<file path="src/rtl/fft8_pkg.sv">
`default_nettype none
// ============================================================================
//  Module   : fft8_pkg
//  Purpose  : Shared constants, state encoding and index helpers for the
//             8-point FFT core and its output stages.
//  Revision : 1.0  initial release
// ============================================================================
package fft8_pkg;

    localparam int FFT_N      = 8;
    localparam int FFT_LOG2N  = 3;
    localparam int DW_DEFAULT = 16;

    localparam logic [FFT_LOG2N-1:0] CNT_LAST = FFT_LOG2N'(FFT_N - 1);

    localparam logic [0:0] IDLE_ENC = 1'b0;
    localparam logic [0:0] SEND_ENC = 1'b1;

    typedef enum logic [0:0] {
        ST_IDLE = IDLE_ENC,
        ST_SEND = SEND_ENC
    } state_e;

    function automatic logic [FFT_LOG2N-1:0] bitrev3(input logic [FFT_LOG2N-1:0] k);
        return {k[0], k[1], k[2]};
    endfunction

endpackage : fft8_pkg
`default_nettype wire

</file>
<file path="src/rtl/fft8_abs_sat.sv">
`default_nettype none
// ============================================================================
//  Module   : fft8_abs_sat
//  Purpose  : Combinational saturating magnitude of a signed word; the most
//             negative input maps to the largest positive value.
//  Revision : 1.0  initial release
// ============================================================================
module fft8_abs_sat #(
    parameter int DW = 16
) (
    input  logic signed [DW-1:0] x_i,
    output logic        [DW-1:0] abs_o
);

    localparam logic [DW-1:0] C_MIN_NEG = {1'b1, {(DW-1){1'b0}}};
    localparam logic [DW-1:0] C_MAX_POS = {1'b0, {(DW-1){1'b1}}};

    always_comb begin
        abs_o = x_i;
        if (x_i[DW-1]) begin
            abs_o = (x_i == C_MIN_NEG) ? C_MAX_POS : -x_i;
        end
    end

endmodule : fft8_abs_sat
`default_nettype wire

</file>
<file path="src/rtl/fft8_out_serializer.sv">
`default_nettype none
// ============================================================================
//  Module   : fft8_out_serializer
//  Purpose  : Captures an 8-bin FFT frame on done_in, streams it one bin per
//             valid/ready beat and reports the frame's peak magnitude.
//  Revision : 1.0  initial release
// ============================================================================
module fft8_out_serializer
    import fft8_pkg::*;
#(
    parameter int DW     = DW_DEFAULT,
    parameter bit BITREV = 1'b0
) (
    input  logic                        clk,
    input  logic                        rst,
    input  logic                        done_in,
    input  logic signed [DW-1:0]        data_in0,
    input  logic signed [DW-1:0]        data_in1,
    input  logic signed [DW-1:0]        data_in2,
    input  logic signed [DW-1:0]        data_in3,
    input  logic signed [DW-1:0]        data_in4,
    input  logic signed [DW-1:0]        data_in5,
    input  logic signed [DW-1:0]        data_in6,
    input  logic signed [DW-1:0]        data_in7,
    output logic                        m_valid,
    input  logic                        m_ready,
    output logic signed [DW-1:0]        m_data,
    output logic        [FFT_LOG2N-1:0] m_index,
    output logic                        m_last,
    output logic                        busy,
    output logic                        overrun,
    output logic                        peak_valid,
    output logic        [DW-1:0]        peak_abs,
    output logic        [FFT_LOG2N-1:0] peak_idx
);

    logic [DW-1:0]        w_din [FFT_N];
    logic [DW-1:0]        buf_q [FFT_N];
    logic [DW-1:0]        buf_d [FFT_N];
    state_e               state_q, state_d;
    logic [FFT_LOG2N-1:0] cnt_q, cnt_d;
    logic [DW-1:0]        run_peak_q, run_peak_d;
    logic [FFT_LOG2N-1:0] run_idx_q, run_idx_d;
    logic                 peak_valid_q, peak_valid_d;
    logic [DW-1:0]        peak_abs_q, peak_abs_d;
    logic [FFT_LOG2N-1:0] peak_idx_q, peak_idx_d;
    logic                 overrun_q, overrun_d;

    logic [FFT_LOG2N-1:0] w_order;
    logic [DW-1:0]        w_beat;
    logic [DW-1:0]        w_abs;
    logic                 w_send, w_accept, w_last_acc, w_capture, w_peak_gt;

    assign w_din[0] = data_in0;
    assign w_din[1] = data_in1;
    assign w_din[2] = data_in2;
    assign w_din[3] = data_in3;
    assign w_din[4] = data_in4;
    assign w_din[5] = data_in5;
    assign w_din[6] = data_in6;
    assign w_din[7] = data_in7;

    generate
        if (BITREV) begin : g_bitrev
            assign w_order = bitrev3(cnt_q);
        end else begin : g_natural
            assign w_order = cnt_q;
        end
    endgenerate

    assign w_send     = (state_q == ST_SEND);
    assign w_beat     = buf_q[w_order];
    assign w_accept   = w_send & m_ready;
    assign w_last_acc = w_accept & (cnt_q == CNT_LAST);
    // A strobe landing on the accepted last beat starts the next frame back-to-back.
    assign w_capture  = done_in & (~w_send | w_last_acc);
    assign w_peak_gt  = (w_abs > run_peak_q);

    fft8_abs_sat #(
        .DW (DW)
    ) u_abs (
        .x_i   (w_beat),
        .abs_o (w_abs)
    );

    assign m_valid    = w_send;
    assign busy       = w_send;
    assign m_data     = w_send ? w_beat : '0;
    assign m_index    = w_send ? w_order : '0;
    assign m_last     = w_send & (cnt_q == CNT_LAST);
    assign overrun    = overrun_q;
    assign peak_valid = peak_valid_q;
    assign peak_abs   = peak_abs_q;
    assign peak_idx   = peak_idx_q;

    always_comb begin
        state_d      = state_q;
        cnt_d        = cnt_q;
        buf_d        = buf_q;
        run_peak_d   = run_peak_q;
        run_idx_d    = run_idx_q;
        peak_valid_d = 1'b0;
        peak_abs_d   = peak_abs_q;
        peak_idx_d   = peak_idx_q;
        overrun_d    = done_in & ~w_capture;

        if (w_accept) begin
            cnt_d = cnt_q + 1'b1;
            if (w_peak_gt) begin
                run_peak_d = w_abs;
                run_idx_d  = w_order;
            end
            if (w_last_acc) begin
                state_d      = ST_IDLE;
                peak_valid_d = 1'b1;
                peak_abs_d   = w_peak_gt ? w_abs : run_peak_q;
                peak_idx_d   = w_peak_gt ? w_order : run_idx_q;
            end
        end

        // Bin 0 is emitted first in both orderings, so it seeds the peak index.
        if (w_capture) begin
            state_d    = ST_SEND;
            buf_d      = w_din;
            cnt_d      = '0;
            run_peak_d = '0;
            run_idx_d  = '0;
        end
    end

    always_ff @(posedge clk or posedge rst) begin
        if (rst) begin
            state_q      <= ST_IDLE;
            cnt_q        <= '0;
            run_peak_q   <= '0;
            run_idx_q    <= '0;
            peak_valid_q <= 1'b0;
            peak_abs_q   <= '0;
            peak_idx_q   <= '0;
            overrun_q    <= 1'b0;
            for (int i = 0; i < FFT_N; i++) begin
                buf_q[i] <= '0;
            end
        end else begin
            state_q      <= state_d;
            cnt_q        <= cnt_d;
            run_peak_q   <= run_peak_d;
            run_idx_q    <= run_idx_d;
            peak_valid_q <= peak_valid_d;
            peak_abs_q   <= peak_abs_d;
            peak_idx_q   <= peak_idx_d;
            overrun_q    <= overrun_d;
            for (int i = 0; i < FFT_N; i++) begin
                buf_q[i] <= buf_d[i];
            end
        end
    end

endmodule : fft8_out_serializer
`default_nettype wire

</file>
<file path="config.mk">
export PLATFORM = sky130hd
export DESIGN_NAME = fft8_out_serializer
export DESIGN_NICKNAME = d
export VERILOG_FILES = /design/src/rtl/fft8_pkg.sv /design/src/rtl/fft8_abs_sat.sv /design/src/rtl/fft8_out_serializer.sv
export SDC_FILE = /design/constraint.sdc
export NUM_CORES = 1
export LEC_CHECK = 0
export ABC_AREA = 1
export CORE_ASPECT_RATIO = 1.4
export CORE_MARGIN = 2
export CORE_UTILIZATION = 50
export DETAILED_ROUTE_END_ITERATION = 6
export PLACE_DENSITY = 0.8
export SLEW_MARGIN = 20
export SYNTH_ARGS = -nofsm -noshare
export SYNTH_HDL_FRONTEND = slang
export SYNTH_HIERARCHICAL = 1
export SYNTH_SLANG_ARGS = --single-unit
</file>
<file path="constraint.sdc">
create_clock -name clk -period 8.8 [get_ports clk]
set_input_delay 2.2 -clock clk [delete_from_list [all_inputs] [get_ports clk]]
set_output_delay 2.2 -clock clk [all_outputs]
set_load 0.03 [all_outputs]
</file>
==> impl_results.rst <==
.. list-table::
   :header-rows: 1

   * - Metric
     - Value
   * - Synth top area share
     - 0.4792
   * - Fraction of registers with async set or reset after synthesis
     - 1.000
   * - CTS H-Tree Depth
     - 4
   * - Maximum number of pins on one net before global-route repair
     - 115
   * - Largest vdd supply drop
     - 0.0002540 V
   * - Distinct cell type count after synthesis
     - 30
   * - Result of the run
     - finished clean
   * - Leakage component of the power
     - 0.005775 uW
   * - Reg2Reg Capture Point
     - peak_abs[12]
   * - Total clock buffers created by CTS
     - 17
   * - Count of flip-flops with a built-in enable after synthesis
     - 0
   * - Max clock buf depth
     - 2
   * - Post-CTS Setup Bufs
     - 0
   * - Initial Util
     - 0.5052
   * - Cell area after synthesis
     - 0.008982 mm^2
   * - Largest fanout on the critical path
     - 82
   * - Slew Limit Fails
     - 0
   * - Congestion Overflow GR
     - 0
   * - Delay of the slowest cell on the worst path
     - 0.65 ns
   * - Cell type with the largest total area after synthesis
     - sky130_fd_sc_hd__dfrtp_1
   * - Number of global-route vias before repair
     - 8,055
   * - Type of the tightest min-delay check
     - flop to flop
   * - First-pass GRT wire length
     - 40,160 um
   * - Root Buffer
     - sky130_fd_sc_hd__clkbuf_16
   * - Routability congestion estimate from global placement
     - 0.8735
   * - Endpoint kind of the worst setup timing path
     - flop
   * - Final WL
     - 25,090 um
   * - Number of violations reported at the end of detailed-routing iteration 0
     - 852
   * - WP data arrival
     - 6.02 ns
   * - Number of nets in the layout
     - 1,512
   * - Ys flop type
     - sky130_fd_sc_hd__dfrtp_1
   * - Final setup skew
     - 0.01164 ns
   * - Total DRC errors in the routed layout
     - 0
   * - Total of warnings raised by yosys
     - 6
   * - Timing-limited maximum frequency
     - 0.1756 GHz
   * - Total I/O pin count
     - 175
   * - Placed Cells
     - 1,582
   * - Number of max-capacitance violations reported
     - 0
   * - Clock network latency to the later pin of the worst-skew pair
     - 0.44 ns
   * - Flip-flop and latch count after synthesis
     - 172
   * - Cell area power density
     - 450.9 mW/mm^2
   * - Core region area
     - 0.01778 mm^2
   * - Total of hold buffers inserted after clock tree synthesis
     - 0
   * - Floorplan die height
     - 162.6 um
   * - CTS tree
     - built
   * - Number of non-filler instances in the completed layout
     - 1,614
   * - IO buf count
     - 174
   * - Total routing resource utilization after global routing
     - 0.2728
   * - Core Rows
     - 58
   * - Period minus WS final
     - 5.695 ns
   * - End point of the most critical hold path
     - buf_q[101]
   * - Die width
     - 117.3 um
   * - WP data required
     - 9.13 ns
   * - Max stage delay cell, worst path
     - sky130_fd_sc_hd__nand3_1
   * - DR WL/cell
     - 15.54 um
   * - Dominant cells by area after synthesis
     - sky130_fd_sc_hd__dfrtp_1 (48%), sky130_fd_sc_hd__nand2_1 (22%), sky130_fd_sc_hd__o21ai_0 (5.9%)
   * - CP Launch Type
     - flop
   * - Crit path kind
     - flop to flop
   * - Final setup vio count
     - 0
   * - Part of the Yosys area used for sequential elements
     - 0.4792
   * - Slew at the pin with the worst max-slew slack
     - 0.9985 ns
   * - Total negative slack
     - 0 ns
   * - Worst reg-to-reg setup slack
     - 3.10 ns
   * - Area growth, synth to finish
     - 25.76%
   * - Ratio of cells with drive above 1 in the final layout
     - 0.04076
   * - Unrepaired setup endpoints after global routing
     - false
   * - Gate Count Post-Synth
     - 1,229
   * - Hold Crit Depth
     - 2
   * - # diodes
     - 0
   * - DR pass1 iterations
     - 5
   * - Fraction of the cycle the final worst path needs
     - 0.6472
   * - Chain of cells forming the critical path
     - buf_4 -> clkinv_1 -> buf_4 -> o21ai_0 -> o22ai_1 -> nand2_1 -> nand2_1 -> nand2_1 -> nor2_1 -> nand4_4 -> inv_1 -> nor2_1 -> ha_1 -> nand2_1 -> nor3_1 -> nand3_1 -> nand2_2 -> nand2_1 -> nand3_1 -> nand2_1
   * - Antenna violations before repair
     - 0
   * - Most frequent cell on the critical path
     - sky130_fd_sc_hd__nand2_1
   * - Worst-case headroom to the max-slew limit
     - 0.3344
   * - Hold Startpoint
     - buf_q[101]
   * - Reg2reg start
     - cnt_q[0]
   * - Count of cells along the worst register-to-register path
     - 20
   * - Clock transition time at the flip-flop clock pins of the worst setup and hold paths
     - 0.07 ns
   * - PostCTS Resize Cnt
     - 0
   * - Number of hold-slack violations in the final timing report
     - 0
   * - Sum of net half-perimeters after detailed placement
     - 17,380 um
   * - Overall via count from detail_route
     - 8,512
   * - Routed vias/inst
     - 5.274
   * - Total nets after synthesis
     - 1,380
   * - Area of the die
     - 0.01907 mm^2
   * - Post-route ant nets
     - 0
   * - Synthesized area divided by synthesized cell count
     - 7.309 um^2
   * - Clock net sink count
     - 172
-- logic make-up (layout without fill, tap and decap cells) --
kind of cell	after synthesis	after routing	share of synthesized area
xor+xnor	1	1	0.0009752
flops	172	172	0.4792
simple gates	697	697	0.3122
compound gates	173	173	0.09904
fa+ha+maj	19	19	0.02647
buf+inv	167	312	0.08218
-- cell usage after synthesis (4+ instances only) --
cell type,count
sky130_fd_sc_hd__o21ai_0,106
sky130_fd_sc_hd__o21ai_1,11
sky130_fd_sc_hd__a21oi_1,38
sky130_fd_sc_hd__inv_2,4
sky130_fd_sc_hd__clkbuf_1,32
sky130_fd_sc_hd__dfrtp_1,172
sky130_fd_sc_hd__nor2_1,69
sky130_fd_sc_hd__nand3_1,75
sky130_fd_sc_hd__nand2_1,535
sky130_fd_sc_hd__o22ai_1,17
sky130_fd_sc_hd__buf_2,12
sky130_fd_sc_hd__buf_4,17
sky130_fd_sc_hd__ha_1,19
sky130_fd_sc_hd__buf_6,4
sky130_fd_sc_hd__inv_1,93
-- power by group --
part	switching, uW	internal, uW
sequential	207	1180
clock	323	415
combinational	1950	1020
total	2480	2620
-- flip-flops by register name, summed over array words and instances (netlist names) --
name and count:
run_idx_q 3, peak_valid 1, cnt_q 3, peak_idx 3, overrun 1, peak_abs 16
buf_q 128, busy 1, run_peak_q 16
-- worst max path at each step --
stage                   from           end  slack [ns]  cells after the start
detailed placement  cnt_q[0]  peak_abs[12]        3.41                     20
floorplan                rst      buf_q[0]        1.94                      1
global placement    cnt_q[0]  peak_abs[13]        3.56                     20
global route        cnt_q[0]  peak_abs[12]        2.65                     20
CTS                 cnt_q[0]    m_data[12]        3.19                      8
finish              cnt_q[0]  peak_abs[12]        3.10                     20
-- area by class of cell --
type | instances | area (um^2)
fill | 1562 | 6484
clock buffer | 21 | 470.5
inverter | 100 | 382.9
multi-input combinational | 890 | 3940
clock inverter | 11 | 110.1
sequential | 172 | 4305
timing repair buffer | 180 | 1787
tap | 240 | 300.3
-- stage by stage --
stage / util / hold slack, ns / setup WS (ns) / cell area [um^2] / power (uW)
3_5_place_dp: 0.6027 / 0.4532 / 3.407 / 10720 / 4294
4_1_cts: 0.6353 / 0.4689 / 3.193 / 11300 / 5066
2_1_floorplan: - / 0.4366 / 1.940 / 8982 / 3467
5_1_grt: 0.6353 / 0.4854 / 2.649 / 11300 / 5532
6_report: 0.6353 / 0.4639 / 3.105 / 11300 / 5094
3_3_place_gp: 0.6027 / 0.4493 / 3.564 / 10720 / 4196
-- per-layer routing --
layer / up-vias / track usage / wire (um)
li1: 4125 / - / -
met1: 4005 / 0.3487 / 10090
met2: 319 / 0.4478 / 12630
met3: 63 / 0.04578 / 1222
met4: 0 / 0.1278 / 1140
met5: - / 0 / 0
-- cells in the final DEF, fill, tap and decap left out, types with 2 or more instances in the layout --
cell type	n
sky130_fd_sc_hd__o21ai_1	11
sky130_fd_sc_hd__inv_6	2
sky130_fd_sc_hd__clkinv_4	4
sky130_fd_sc_hd__or2_2	2
sky130_fd_sc_hd__nor2_1	69
sky130_fd_sc_hd__nand4_1	2
sky130_fd_sc_hd__nand2_2	3
sky130_fd_sc_hd__buf_4	6
sky130_fd_sc_hd__clkinv_2	2
sky130_fd_sc_hd__nand3b_1	3
sky130_fd_sc_hd__nand3_1	75
sky130_fd_sc_hd__clkbuf_8	3
sky130_fd_sc_hd__clkbuf_16	17
sky130_fd_sc_hd__clkinvlp_4	2
sky130_fd_sc_hd__dfrtp_1	171
sky130_fd_sc_hd__o21ai_0	106
sky130_fd_sc_hd__inv_1	92
sky130_fd_sc_hd__inv_2	4
sky130_fd_sc_hd__a21oi_1	38
sky130_fd_sc_hd__clkdlybuf4s50_1	174
sky130_fd_sc_hd__o22ai_1	17
sky130_fd_sc_hd__clkinv_1	2
sky130_fd_sc_hd__nor2_4	2
sky130_fd_sc_hd__nand3_2	2
sky130_fd_sc_hd__nand2_1	535
sky130_fd_sc_hd__ha_1	19
-- worst max-delay path: cells and delay by family, from the launching register on --
| kind | cells | cell delay [ns] |
|---|---|---|
| simple gates | 13 | 3.42 |
| buf+inv | 4 | 1.04 |
| flops | 1 | 0.39 |
| compound gates | 2 | 0.38 |
| fa+ha+maj | 1 | 0.29 |
(Power assumes the default switching activity.)
